File: config.mk
export PLATFORM = sky130hd
export DESIGN_NAME = sat_counter
export DESIGN_NICKNAME = d
export VERILOG_FILES = /design/src/rtl/sat_counter.sv
export SDC_FILE = /design/constraint.sdc
export NUM_CORES = 1
export LEC_CHECK = 0
export CAP_MARGIN = 0
export CORE_UTILIZATION = 39
export CTS_BUF_LIST = sky130_fd_sc_hd__clkbuf_16
export DETAILED_ROUTE_END_ITERATION = 7
export PLACE_DENSITY_LB_ADDON = 0.2
export REMOVE_ABC_BUFFERS = 1
export SETUP_SLACK_MARGIN = 0.15
export SLEW_MARGIN = 20
export SYNTH_ARGS = -nofsm -noshare
export SYNTH_HDL_FRONTEND = slang
export SYNTH_SLANG_ARGS = --single-unit
export TNS_END_PERCENT = 20
File: constraint.sdc
create_clock -name clock -period 1.5 [get_ports clock]
set_clock_uncertainty 0.05 [all_clocks]
set_input_delay 0.3 -clock clock [delete_from_list [all_inputs] [get_ports clock]]
set_output_delay 0.3 -clock clock [all_outputs]
set_load 0.1 [all_outputs]
File: src/rtl/sat_counter.sv
// -----------------------------------------------------------------------------
// sat_counter
// Registered saturating up-counter with enable. Counts up by one on each
// enabled cycle and sticks at all-ones. Cleared only by reset.
// Ports:
//   clock  in   rising-edge clock
//   reset  in   asynchronous active-high reset (count -> 0)
//   en     in   increment request
//   count  out  current count, W bits
// -----------------------------------------------------------------------------
module sat_counter #(
    parameter int W = 16
) (
    input  logic         clock,
    input  logic         reset,
    input  logic         en,
    output logic [W-1:0] count
);

    logic [W-1:0] count_r;
    logic [W-1:0] count_nxt_s;

    // Next count: increment when enabled unless already saturated.
    always_comb begin
        count_nxt_s = count_r;
        if (en && (count_r != {W{1'b1}})) begin
            count_nxt_s = count_r + W'(1);
        end else begin
            count_nxt_s = count_r;
        end
    end

    // Count register.
    always_ff @(posedge clock or posedge reset) begin
        if (reset) begin
            count_r <= '0;
        end else begin
            count_r <= count_nxt_s;
        end
    end

    assign count = count_r;

endmodule

# Word-level counts from Yosys, hierarchy flattened
# Cells that the tools add are included.
[word_totals]
regBits = 16
in_bits = 3
output_inout_bits = 16
word_cells = 4
[op_classes]
add_sub_neg = 1
eq_ne = 1
reduce_logical = 1
[ops]
columns = ["operator", "count"]
rows = [
  ["$add 16x1->16 const B", 1],
  ["$ne 16x16->1 const B", 1],
  ["$logic_and 1x1->1", 1],
]

# Depth between registers and ports, before layout
[logic_depth]
depth_word = 2
ltp_mapped = 5
ltp_nobuf = 5

# Worst setup path before layout
# No wires, ideal clock.
[synth_timing]
path_type = "register to register"
start = "register count_r[0], in the netlist count[0]"
end = "register count_r[1], in the netlist count[1]"
arrival_time_ns = 2.081
required_time_ns = 1.324
setup_slack_ns = -0.757
stages_incl_launch_ff = 6
path_buffers = 0
period_less_slack_ns = 2.257
path_cell_list = "dfrtp_1 -> ha_1 -> and3_1 -> nand4_4 -> nand2_2 -> mux2_2"
[synth_between]
elab_chain_cells = 2
elab_cells_between_ends = 3
classes_between = "add/sub (1); eq/ne (1); reduce/logical (1)"
[synth_rtl]
columns = ["item", "line_no", "rtl"]
rows = [
  ["from (decl)", "20", "logic [W-1:0] count_r;"],
  ["from (signal assigned)", "38", "count_r <= count_nxt_s;"],
  ["branches (longest 2 deep; another with $add 16x1->16)", "--", ""],
]
# Several ways; the timed one is not identified.
# A chain may end at the register's enable or synchronous reset.

# Worst setup path after layout
[layout_timing]
start = "register count_r[1], in the netlist count[1]"
end = "register count_r[6], in the netlist count[6]"
# The elaborated chain is that of the path after synthesis.

==> impl_metrics.toml <==
[worst_setup_path]
start_kind = "flip-flop"
crit_slowest_cell = "dfrtp_1"
worst-endpoint-arrival_ns = 1.62
path_class = "flip-flop to flip-flop"
path_cells = "buf_4 -> ha_4 -> and3_4 -> nand4_4 -> buf_6 -> nand4_1 -> xnor2_1"
cp_max_fo = 4
crit_family = "simple AND/OR/NAND/NOR gates"
crit_required_ns = 1.57
crit_buf_inv = 2
crit_path_max_incr_delay_ns = 0.37
crit_path_end_kind = "flip-flop"

[global_route]
grt_pass1_vias = 780
grt_pass1_wl_um = 3553
grt_overflow = 0
antenna_found_initial = 0
grt_max_degree = 17
track_usage_pct = 23.66

[die]
rows = 16
io_pins = 19
coreArea_um2 = 1942
die_y_um = 47.46
start_util_pct = 41.49
fp.dieW_um = 47.46
die_area_um2 = 2252

[run_status]
status = "finished with violations"
violations = "setup timing"

[final_layout]
area_delta_synth_final_pct = 97.36
fill_cells = 110
final_cell_count_no_fill = 149
layout-drive-gt1-share_pct = 54.92
fin_util_pct = 81.89
largest_reg_flops = 16
final_nets = 128
diodes = 0

[detailed_routing]
drt_wl_total_um = 2371
drt.antenna.violating_nets = 0
vias = 778
wl_per_cell_um = 15.91
dr.pass1.iters = 4
first_iter_violations = 13
avgViaCountPerCell = 5.221
drc_errors = 0

[clocking]
clk_latency_ns = 0.24
root_buffer = "clkbuf_16"
clkTransAtPathRegs_ns = 0.05
cts_buffers = 3
clock_sinks = 16
hold_buffers = 0
cts_tree = "built"
cts_htree_levels = 1
clockBufferDepth = 2

[logic_synthesis]
synth_top_cells_by_area = "dfrtp_1 50%, xnor2_1 12%, nand3_1 4.3%"
syn-instance-count = 71
netlist_area_um2 = 805.8
avgSynthCellArea_um2 = 11.35
yosys.area.top_type = "dfrtp_1"
yosys_warnings = 0
synth.distinct_cells = 22
synth_top_cell_area_share_pct = 49.69
ys_seq_area_share_pct = 49.69
ys_ff_latch = 16

[sta]
holdWs_ns = 0.3219
rsz0062_at_grt = "true"
worst_pin_slew_ns = 0.3225
timing.final.crit_share_pct = 102.9
fin_tns_setup_ns = -0.06062
fin_ws_ns = -0.04364
max_freq_ghz = 0.6478
finalCriticalPeriod_ns = 1.544
drv_slew = 0
setup-violations-final = 2
slew_headroom_pct = 78.34
finalHoldViolations = 0

[run]
drv_cap = 0

[power]
powerDensity_nw_per_um2 = 1863
total_leakage_power_nw = 0.7250
power_mw = 2.963
max-vdd-ir-drop_mv = 1.808

[placement]
place.gp.congestion = 0.7494
portBuffers = 18
dp.final_hpwl_um = 1477
dpl.cell_count = 141

[worst_hold_path]
hold_path_class = "primary input to asynchronous set/reset pin"
path summary, 6_finish.rpt:
kind | start | end | slack (ns) | depth (start not counted)
max | count[1] | count[6] | -0.04 | 7
min | reset | count[5] | 0.32 | 3
max reg2reg | count[1] | count[6] | -0.04 | 7
min reg2reg | count[15] | count[15] | 0.52 | 2
max in group asynchronous | reset | count[3] | 0.89 | 3
min in group clock | count[15] | count[15] | 0.52 | 2
report_power, final:
| part | total (mW) | internal, mW | switching [mW] |
|---|---|---|---|
| registers | 0.644 | 0.528 | 0.116 |
| clock network | 0.506 | 0.349 | 0.156 |
| logic | 1.81 | 0.756 | 1.06 |
through the flow:
step	cell area [um^2]	setup slack, ns
final	1590	-0.04364
after global routing	1590	-0.1109
after CTS	1514	0.04709
after detailed placement	1368	-0.3630
after global placement	1368	-0.3028
after floorplan	805.8	-0.7569
placed cells by master (no fill, tap or decap), drive strengths merged, types with 2 or more instances in the layout:
cell type / Yosys / layout
buf: 0 / 46
dfrtp: 16 / 16
xnor2: 11 / 11
nand2: 7 / 7
nand4: 7 / 7
nand3: 7 / 7
and3: 5 / 5
and4: 4 / 4
clkbuf: 0 / 3
nor2: 3 / 3
mux2: 2 / 2
a21oi: 2 / 2
routing by layer:
metal	share of wire, %	global-route usage [%]	vias up
li1	-	-	362
met1	39	26.01	388
met2	56	44.66	24
met3	3.2	3.396	4
met4	1.3	10.29	0
met5	0	0	-
worst reg2reg max path: cells and delay by family (launching register included):
| family | cells | cell delay, ns |
|---|---|---|
| xor+xnor | 1 | 0.16 |
| flops | 1 | 0.37 |
| fa+ha+maj | 1 | 0.16 |
| buf+inv | 2 | 0.26 |
| simple gates | 3 | 0.43 |
final cells by class:
| class | instances | area [um^2] | area share, % |
|---|---|---|---|
| Clock buffer | 3 | 75.07 | 4.721 |
| Tap cell | 27 | 33.78 | 2.124 |
| Multi-Input combinational cell | 54 | 475.5 | 29.90 |
| Sequential cell | 16 | 400.4 | 25.18 |
| Timing Repair Buffer | 48 | 601.8 | 37.84 |
| Inverter | 1 | 3.754 | 0.2360 |
timing repair:
item	in CTS	in global routing
buffers inserted	2	3
pin swaps	5	6
endpoints found under the setup margin	16	22
resized for setup	16	13
cell usage after synthesis:
master	n
mux2i_1	1
nand2_1	6
inv_1	1
and4_2	1
a21oi_1	2
and3_1	4
nand4_2	1
and4_1	3
nand3_1	7
nand2b_1	1
ha_1	1
and2_1	1
o21a_1	1
and3_2	1
nand4_4	1
xnor2_1	11
nor4_4	1
dfrtp_1	16
nor2_1	3
nand2_2	1
nand4_1	5
mux2_2	2
logic make-up after synthesis:
kind of cell / count (synthesis) / synth area share [%]
AO/OA/AOI/OAI: 3 / 2.174
buffers and inverters: 1 / 0.4654
multiplexers: 3 / 4.037
flip-flops: 16 / 49.69
adder cells (fa/ha/maj): 1 / 1.553
AND/OR/NAND/NOR: 36 / 30.13
XOR/XNOR: 11 / 11.96
Note: power is estimated with default switching activity, not from simulation.
